$ cat src/rtl/axis_vid_pkg.sv
// Shared types and constants for the AXI4-Stream video test-pattern generator.
package axis_vid_pkg;

    typedef enum logic [1:0] {
        PAT_BARS  = 2'd0,
        PAT_RAMP  = 2'd1,
        PAT_GRID  = 2'd2,
        PAT_SOLID = 2'd3
    } pattern_e;

    typedef enum logic {
        StIdle,
        StRun
    } state_e;

    // Pattern-space position: coordinate plus the incremental bar tracking for it.
    typedef struct packed {
        logic [11:0] px;
        logic [2:0]  bar;
        logic [11:0] cnt;
    } pxpos_t;

    localparam logic [23:0] COL_WHITE   = 24'hFFFFFF;
    localparam logic [23:0] COL_YELLOW  = 24'hFFFF00;
    localparam logic [23:0] COL_CYAN    = 24'h00FFFF;
    localparam logic [23:0] COL_GREEN   = 24'h00FF00;
    localparam logic [23:0] COL_MAGENTA = 24'hFF00FF;
    localparam logic [23:0] COL_RED     = 24'hFF0000;
    localparam logic [23:0] COL_BLUE    = 24'h0000FF;
    localparam logic [23:0] COL_BLACK   = 24'h000000;

    function automatic logic [23:0] bar_color(input logic [2:0] idx);
        logic [23:0] c;
        unique case (idx)
            3'd0:    c = COL_WHITE;
            3'd1:    c = COL_YELLOW;
            3'd2:    c = COL_CYAN;
            3'd3:    c = COL_GREEN;
            3'd4:    c = COL_MAGENTA;
            3'd5:    c = COL_RED;
            3'd6:    c = COL_BLUE;
            default: c = COL_BLACK;
        endcase
        return c;
    endfunction

endpackage

$ cat src/rtl/axis_vid_pat_color.sv
// Combinational pixel colour lookup for the selected test pattern.
module axis_vid_pat_color
    import axis_vid_pkg::*;
#(
    parameter int          V_ACTIVE  = 1080,
    parameter logic [23:0] SOLID_RGB = 24'h0000FF
) (
    input  pattern_e    pattern_i,
    input  logic [2:0]  bar_idx_i,
    input  logic [7:0]  px_i,
    input  logic [11:0] y_i,
    input  logic        x_last_i,
    output logic [23:0] rgb_o
);

    localparam logic [11:0] Y_MAX = 12'(V_ACTIVE - 1);

    always_comb begin
        rgb_o = COL_BLACK;
        unique case (pattern_i)
            PAT_BARS:  rgb_o = bar_color(bar_idx_i);
            PAT_RAMP:  rgb_o = {3{px_i}};
            PAT_GRID:  rgb_o = ((px_i[4:0] == 5'd0) || (y_i[4:0] == 5'd0) || x_last_i ||
                                (y_i == Y_MAX)) ? COL_WHITE : COL_BLACK;
            PAT_SOLID: rgb_o = SOLID_RGB;
            default:   rgb_o = COL_BLACK;
        endcase
    end

endmodule

$ cat src/rtl/axis_vid_pattern_gen.sv
// AXI4-Stream video test-pattern source, 1 pixel/beat, tuser=SOF, tlast=EOL.
// Define PAT_GEN_SCROLL_EN to scroll the pattern horizontally by one pixel per frame.
module axis_vid_pattern_gen
    import axis_vid_pkg::*;
#(
    parameter int          DATA_WIDTH = 32,
    parameter int          H_ACTIVE   = 1920,
    parameter int          V_ACTIVE   = 1080,
    parameter logic [23:0] SOLID_RGB  = 24'h0000FF
) (
    input  logic                    aclk,
    input  logic                    aresetn,
    input  logic                    enable,
    input  logic [1:0]              pattern_sel,
    output logic [DATA_WIDTH-1:0]   m_axis_tdata,
    output logic [DATA_WIDTH/8-1:0] m_axis_tkeep,
    output logic                    m_axis_tlast,
    input  logic                    m_axis_tready,
    output logic                    m_axis_tuser,
    output logic                    m_axis_tvalid,
    output logic                    frame_done
);

    localparam logic [11:0] X_MAX    = 12'(H_ACTIVE - 1);
    localparam logic [11:0] Y_MAX    = 12'(V_ACTIVE - 1);
    localparam logic [11:0] BAR_W_M1 = 12'(H_ACTIVE / 8 - 1);

    state_e                  state_q;
    pattern_e                pattern_q;
    logic [11:0]             gx_q, gy_q;
    pxpos_t                  gpos_q;
    logic [DATA_WIDTH-1:0]   tdata_q;
    logic                    tvalid_q, tuser_q, tlast_q, flast_q, frame_done_q;
    pxpos_t                  off_q, off_d;

    logic        hs, frame_end, start, advance, load, x_last, y_last;
    logic [11:0] cur_x, cur_y;
    pxpos_t      cur_pos;
    pattern_e    cur_pat;
    logic [23:0] rgb;

    // Step one pixel in pattern space; the last bar keeps counting to absorb the remainder.
    function automatic pxpos_t px_step(input pxpos_t p);
        pxpos_t n;
        n = p;
        if (p.px == X_MAX) begin
            n = '0;
        end else begin
            n.px = p.px + 12'd1;
            if (p.cnt == BAR_W_M1 && p.bar != 3'd7) begin
                n.bar = p.bar + 3'd1;
                n.cnt = '0;
            end else begin
                n.cnt = p.cnt + 12'd1;
            end
        end
        return n;
    endfunction

    always_comb begin
        hs        = tvalid_q & m_axis_tready;
        frame_end = hs & flast_q;
        start     = enable & ((state_q == StIdle) | ((state_q == StRun) & frame_end));
        advance   = (state_q == StRun) & hs & ~flast_q;
        load      = start | advance;
        cur_x     = start ? 12'd0 : gx_q;
        cur_y     = start ? 12'd0 : gy_q;
        cur_pos   = start ? off_d : gpos_q;
        cur_pat   = start ? pattern_e'(pattern_sel) : pattern_q;
        x_last    = (cur_x == X_MAX);
        y_last    = (cur_y == Y_MAX);
    end

`ifdef PAT_GEN_SCROLL_EN
    assign off_d = frame_end ? px_step(off_q) : off_q;

    always_ff @(posedge aclk) begin
        if (!aresetn) begin
            off_q <= '0;
        end else begin
            off_q <= off_d;
        end
    end
`else
    assign off_q = '0;
    assign off_d = off_q;
`endif

    axis_vid_pat_color #(
        .V_ACTIVE  (V_ACTIVE),
        .SOLID_RGB (SOLID_RGB)
    ) u_color (
        .pattern_i (cur_pat),
        .bar_idx_i (cur_pos.bar),
        .px_i      (cur_pos.px[7:0]),
        .y_i       (cur_y),
        .x_last_i  (x_last),
        .rgb_o     (rgb)
    );

    always_ff @(posedge aclk) begin
        if (!aresetn) begin
            state_q      <= StIdle;
            pattern_q    <= PAT_BARS;
            gx_q         <= '0;
            gy_q         <= '0;
            gpos_q       <= '0;
            tdata_q      <= '0;
            tvalid_q     <= 1'b0;
            tuser_q      <= 1'b0;
            tlast_q      <= 1'b0;
            flast_q      <= 1'b0;
            frame_done_q <= 1'b0;
        end else begin
            frame_done_q <= frame_end;
            if (load) begin
                tvalid_q <= 1'b1;
                tdata_q  <= {{(DATA_WIDTH - 24){1'b0}}, rgb};
                tuser_q  <= (cur_x == 12'd0) && (cur_y == 12'd0);
                tlast_q  <= x_last;
                flast_q  <= x_last & y_last;
                if (x_last) begin
                    gx_q   <= '0;
                    gy_q   <= y_last ? 12'd0 : cur_y + 12'd1;
                    gpos_q <= off_d;
                end else begin
                    gx_q   <= cur_x + 12'd1;
                    gy_q   <= cur_y;
                    gpos_q <= px_step(cur_pos);
                end
            end else if (frame_end) begin
                tvalid_q <= 1'b0;
                tuser_q  <= 1'b0;
                tlast_q  <= 1'b0;
                flast_q  <= 1'b0;
            end
            unique case (state_q)
                StIdle: begin
                    if (enable) begin
                        state_q   <= StRun;
                        pattern_q <= pattern_e'(pattern_sel);
                    end
                end
                StRun: begin
                    if (frame_end) begin
                        if (enable) pattern_q <= pattern_e'(pattern_sel);
                        else        state_q   <= StIdle;
                    end
                end
                default: state_q <= StIdle;
            endcase
        end
    end

    assign m_axis_tdata  = tdata_q;
    assign m_axis_tkeep  = '1;
    assign m_axis_tlast  = tlast_q;
    assign m_axis_tuser  = tuser_q;
    assign m_axis_tvalid = tvalid_q;
    assign frame_done    = frame_done_q;

endmodule

$ cat config.mk
export PLATFORM = sky130hd
export DESIGN_NAME = axis_vid_pattern_gen
export DESIGN_NICKNAME = d
export VERILOG_FILES = /design/src/rtl/axis_vid_pkg.sv /design/src/rtl/axis_vid_pat_color.sv /design/src/rtl/axis_vid_pattern_gen.sv
export SDC_FILE = /design/constraint.sdc
export NUM_CORES = 1
export LEC_CHECK = 0
export ABC_AREA = 1
export BUFFER_PORTS_ARGS = -buffer_cell sky130_fd_sc_hd__buf_2
export CELL_PAD_IN_SITES_DETAIL_PLACEMENT = 1
export CELL_PAD_IN_SITES_GLOBAL_PLACEMENT = 2
export CORE_ASPECT_RATIO = 0.6
export CORE_MARGIN = 2
export CORE_UTILIZATION = 36
export DETAILED_ROUTE_END_ITERATION = 7
export GPL_ROUTABILITY_DRIVEN = 0
export HOLD_SLACK_MARGIN = 0.15
export PLACE_DENSITY = 0.95
export SYNTH_ARGS = -nofsm -noshare
export SYNTH_HDL_FRONTEND = slang
export SYNTH_SLANG_ARGS = --single-unit
$ cat constraint.sdc
create_clock -name aclk -period 7.8 [get_ports aclk]
set_clock_uncertainty 0.1 [all_clocks]
set_input_delay 0.78 -clock aclk [delete_from_list [all_inputs] [get_ports aclk]]
set_output_delay 0.78 -clock aclk [all_outputs]
set_load 0.02 [all_outputs]
# After elaboration in Yosys (flattened, before gate mapping)
# Index checks and enable logic that the tools add are counted.
[totals] input_bits=6 reg_bits=83 out_inout_bits=40
[classes] n_reduce_logical=12 bitwise_logic=11 n_addsub=5 muxes=25 eq_ne=15
[ops] op="24-bit case mux with 7 select lines" count=1
[ops] op="24-bit case mux with 4 select lines" count=1
[ops] op="27-bit 2-to-1 mux" count=3
[ops] op="12-bit 2-to-1 mux" count=6
[ops] op="12-bit by 1-bit adder with 12-bit output, second input constant" count=4
[ops] op="12-bit by 11-bit equality test with 1-bit output, second input constant" count=3
[ops] op="12-bit zero test" count=2
[ops] op="24-bit 2-to-1 mux" count=1
[ops] op="12-bit by 8-bit equality test with 1-bit output, second input constant" count=1
[ops] op="5-bit zero test" count=2
[ops] op="3-bit equality test, second input constant" count=3
[ops] op="1-bit bitwise AND" count=7
[ops] op="1-bit 2-to-1 mux" count=7
[ops] op="3-bit by 2-bit equality test with 1-bit output, second input constant" count=2
[ops] op="2-bit 2-to-1 mux" count=3
[ops] op="2-bit equality test, second input constant" count=2
[ops] op="2-bit case mux with 2 select lines" count=1
[ops] op="3-bit by 1-bit adder with 3-bit output, second input constant" count=1
[ops] op="3-bit by 1-bit equality test with 1-bit output, second input constant" count=1
[ops] op="3-bit zero test" count=1
[ops] op="1-bit logical OR" count=3
[ops] op="3-bit 2-to-1 mux" count=1
[ops] op="3-bit != test, second input constant" count=1
[ops] op="2-bit by 1-bit equality test with 1-bit output, second input constant" count=1
[ops] op="other kinds (7)" count=10

# Logic depth before layout (Yosys ltp)
[logic_depth] ltp_word=12 mapped_depth=18 ltp_nobuf=15

# Modules after synthesis
# Synthesis repeated with hierarchy kept, for this count alone.
[hier_totals] cells_unflattened=805 hier_area_um2=5175.0
[modules_own_cells] mod="axis_vid_pattern_gen" seq_area_each_um2=1661.6 area_per_inst_um2=4829.6 cells_per_inst=734 n_inst=1
[modules_own_cells] mod="axis_vid_pat_color" seq_area_each_um2=0.0 area_per_inst_um2=345.3 cells_per_inst=71 n_inst=1

# Worst setup path after synthesis
# Ideal clock, no wire load.
[synth_path] path_kind="input to register" start="input port m_axis_tready" end="register gpos_q[24] (netlist name)" path_slack_ps=4814 n_path_buf=3 t_arrival_ps=2818 stages=18 path_cell_list="nand3_2 > a21oi_2 > buf_2 > buf_2 > nor2_1 > ha_1 > nand2_1 > nor2_2 > inv_2 > nor2_1 > nand2_2 > nand2_4 > inv_4 > nand2_4 > inv_6 > buf_6 > nand3_2 > a21oi_2"
[synth_between] elab_chain_len=9 word_cells_on_any_way=15
[synth_rtl] item="start, declared" line_no="axis_vid_pattern_gen.sv:18" source="input logic m_axis_tready,"
[synth_rtl] item="1-bit bitwise AND (*)" line_no="axis_vid_pattern_gen.sv:61" source="hs = tvalid_q & m_axis_tready;"
[synth_rtl] item="1-bit bitwise AND" line_no="axis_vid_pattern_gen.sv:62" source="frame_end = hs & flast_q;"
[synth_rtl] item="1-bit bitwise AND" line_no="axis_vid_pattern_gen.sv:63" source="start = enable & ((state_q == StIdle) | ((state_q == StRun) & frame_end));"
[synth_rtl] item="1-bit bitwise OR" line_no="axis_vid_pattern_gen.sv:63"
[synth_rtl] item="1-bit bitwise AND" line_no="axis_vid_pattern_gen.sv:63"
[synth_rtl] item="27-bit 2-to-1 mux" line_no="axis_vid_pattern_gen.sv:68" source="cur_pos = start ? off_d : gpos_q;"
[synth_rtl] item="12-bit by 1-bit adder with 12-bit output or 12-bit by 11-bit equality test with 1-bit output (tied branches)" line_no="axis_vid_pattern_gen.sv:49, axis_vid_pattern_gen.sv:46"
[synth_rtl] item="27-bit 2-to-1 mux" line_no="axis_vid_pattern_gen.sv:46" source="if (p.px == X_MAX) begin"
[synth_rtl] item="27-bit 2-to-1 mux" line_no="axis_vid_pattern_gen.sv:122" source="if (x_last) begin"
[synth_rtl] item="end signal, assigned" line_no="axis_vid_pattern_gen.sv:129" source="gpos_q <= px_step(cur_pos);"
[synth_rtl] item="end, declared" line_no="axis_vid_pattern_gen.sv:31" source="pxpos_t gpos_q;"
# Mark *: on every way between the ends. The rest lies on a longest branch, timed or not.
# A chain may end at the register's enable or synchronous reset.

# Worst setup path after layout
[layout_path] start="input port m_axis_tready" end="register gpos_q[12] (netlist name)"
[layout_between] elab_chain_len=11 word_cells_on_any_way=19
[layout_rtl] item="1-bit bitwise AND (*)" line_no="axis_vid_pattern_gen.sv:61"
[layout_rtl] item="branches (longest 10 deep; another with 3-bit by 1-bit adder with 3-bit output)"
# Every way passes the cells marked *.

==> qor.txt <==
Die Height = 96.77 µm
Setup CP Type = input pin to flip-flop
Largest net degree at the start of global routing = 54
Port bufs = 33
Synth Area in Adders = 1.938%
Slew headroom = 33.96%
Min-Delay Startpoint = gx_q[9]
R2r setup slk = 4.78 ns
Netlist cell types = 44
Part of the power in the clock network = 45.8%
Row count = 33
Worst-margin pin slew = 0.9905 ns
H-tree depth = 3
Fin crit period = 3.130 ns
DRT Wirelength = 15510 µm
Post_cts resized = 0
Area occupied by multi-input gates = 0.002868 mm²
# hold bufs at CTS = 0
Critical path peak fanout = 53
Most common cell after layout, fill and taps aside = nand2_1
Hold Violations, Final = 0
Setup-failing EPs final = 0
Clk slew on worst S/H paths = 0.06 ns
Fraction of synthesized cell area in xor and xnor cells = 1.018%
Yosys top cell area share = 32.18%
ANT cells = 0
Min Hold Slack = 0.3715 ns
Placed insts = 989
Final Cycle Share = 40.13%
Leading area contributor after synthesis = dfxtp_1
WP data arrival = 3.27 ns
P_sw = 298.6 µW
Final worst slack = 4.670 ns
CTS root buf = clkbuf_16
Setup TNS = 0 ns
P per Cell Area = 192.4 mW/mm²
Reg-to-reg startpoint = m_axis_tvalid
Hold Crit Endpoint = gx_q[9]
Clock sinks = 83
EDFF count, synth = 0
CTS buffer count = 9
Die X = 158.6 µm
Synth Register Bits = 83
Type of the worst min-delay path = flip-flop to flip-flop
Later-pin clock latency in the skew report = 0.35 ns
Peak VDD IR = 0.00009740 V
Post-Syn Area = 0.005164 mm²
Hold path cells = 2
Post-route total power = 1.101 mW
Worst Reg-to-Reg Cells = 15
Slew Limit Fails = 0
Status = complete, no violations
Synth area leaders = dfxtp_1, nand2_1, nand3_1, inv_1, nor2_1
Compound-Gate Fraction of Synth Area = 11.22%
WL/cell = 15.43 µm
Mean Syn Cell Area = 6.536 µm²
Pre-Repair DR Iteration Count = 4
Post-route ant nets = 0
Post-Synth Simple-Gate Area = 40.44%
DR vias = 5068
Fmax = 0.3195 GHz
Global-route wire length before repair = 26390 µm
Worst slack at placement = 4.345 ns
Leak = 2.531 nW
Largest family of logic cells by synthesized area = simple AND/OR/NAND/NOR gates
DRC viols = 0
Reg2reg end = gpos_q[12]
Max clock buf depth = 2
Post-detail-place hpwl = 11020 µm
Commonest cells after routing, fill and taps aside = nand2_1, inv_1, nand3_1
Grt ovf = 0
Vias in the first global route = 5340
RSZ-0062 raised after global routing = false
Max-capacitance violation count = 0
1st-iter DRT viols = 305
CP required = 7.94 ns
Ys flop type = dfxtp_1
Comb power frac = 13.4%
Core Footprint = 0.01383 mm²
Die ar. = 0.01535 mm²
FILL cells = 1833
Net Sw Frac = 27.11%
Pint = 802.6 µW
Initial Util = 37.33%
Sequential cell area fraction in the yosys report = 32.18%
Crit. End Element = flip-flop
YS warnings = 0
Worst setup SP type = input pin
Share of layout cells above drive strength 1 = 17.47%
Post-synth ARST share = 0%
Seq pwr share = 40.8%
Gr usage total = 21.25%
Setup Fix Bufs, Post-CTS = 0
Storage cell area = 0.001662 mm²
Num ports = 46
Nets = 822
Final Non-Filler Cells = 1005
Cells after Synth = 790
Layout area overhead = 10.86%
Via-to-Cell Ratio = 5.043
Multiplexer share of the synthesized area = 0%
Initial antenna violation count = 0
CTS tree = built
## flip-flops by register name (all words and copies together) (netlist names)
register and flops:
gy_q 12, gx_q 12, m_axis_tlast 1, pattern_q 2, frame_done 1, flast_q 1, m_axis_tdata 24, m_axis_tvalid 1
gpos_q 27, state_q 1, m_axis_tuser 1
## cells by family after synthesis
kind of cell	count (synthesis)
AO/OA/AOI/OAI	104
adder cells (fa/ha/maj)	8
XOR/XNOR	6
flip-flops	83
other	2
AND/OR/NAND/NOR	436
buffers and inverters	151
## synth_stat cells (8+ instances only)
cell type	n
nor2_1	84
or2_2	18
nand4_1	9
o21ai_0	24
dfxtp_1	83
a21oi_1	55
inv_2	12
ha_1	8
nand2_1	177
nand3_1	87
nor3_1	8
nand3_2	10
o21ai_1	9
inv_1	99
clkbuf_1	13
buf_4	13
nand2_2	18
## how the worst max path moves through the flow
stage,startpoint,to,slack (ns),cells after the start
finish,m_axis_tready,gpos_q[12],4.67,16
CTS,m_axis_tready,gpos_q[12],4.67,16
detailed placement,m_axis_tready,gpos_q[12],4.35,16
global route,m_axis_tready,gpos_q[11],4.39,16
floorplan,m_axis_tready,gpos_q[24],4.81,18
global placement,m_axis_tready,gpos_q[12],4.46,16
## area by class of cell
class / count / area share [%]
clock inverters: 5 / 1.749
repair buffers: 35 / 3.148
well taps: 192 / 4.197
clock buffers: 11 / 4.240
inverters: 113 / 7.541
flip-flops and latches: 83 / 29.03
multi-input cells: 566 / 50.10
## metrics by stage
stage | cell area, µm² | util (%)
after floorplan | 5201 | -
after global placement | 5381 | 38.91
after detailed placement | 5381 | 38.91
after CTS | 5724 | 41.38
after global routing | 5724 | 41.38
final | 5724 | 41.38
## power groups by stage
stage	logic (mW)	registers (mW)	clock network, mW
2_1_floorplan	0.0983	0.475	0
3_3_place_gp	0.142	0.458	0
3_5_place_dp	0.146	0.459	0
4_1_cts	0.148	0.450	0.512
5_1_grt	0.162	0.451	0.533
6_report	0.147	0.449	0.505
## worst max-delay path, cell delays in order
cell	delay, ns
buf_2	0.10
nand3_2	0.13
nand2_2	0.13
nand2_4	0.37
nand2_1	0.28
inv_1	0.09
ha_1	0.19
ha_1	0.20
nor2_1	0.12
nand2_1	0.07
nor2_2	0.15
nand4_4	0.20
nand3_2	0.18
nand2_1	0.10
nor2_1	0.10
nor2_1	0.06
## routing by layer
layer | global-route usage, % | share of wire (%) | wire length [µm]
met1 | 29.57 | 51 | 7856
met2 | 33.90 | 45 | 6979
met3 | 4.301 | 3.6 | 553
met4 | 4.574 | 0.78 | 121
met5 | 0 | 0 | 0
Power figures use the tool's default switching activity.
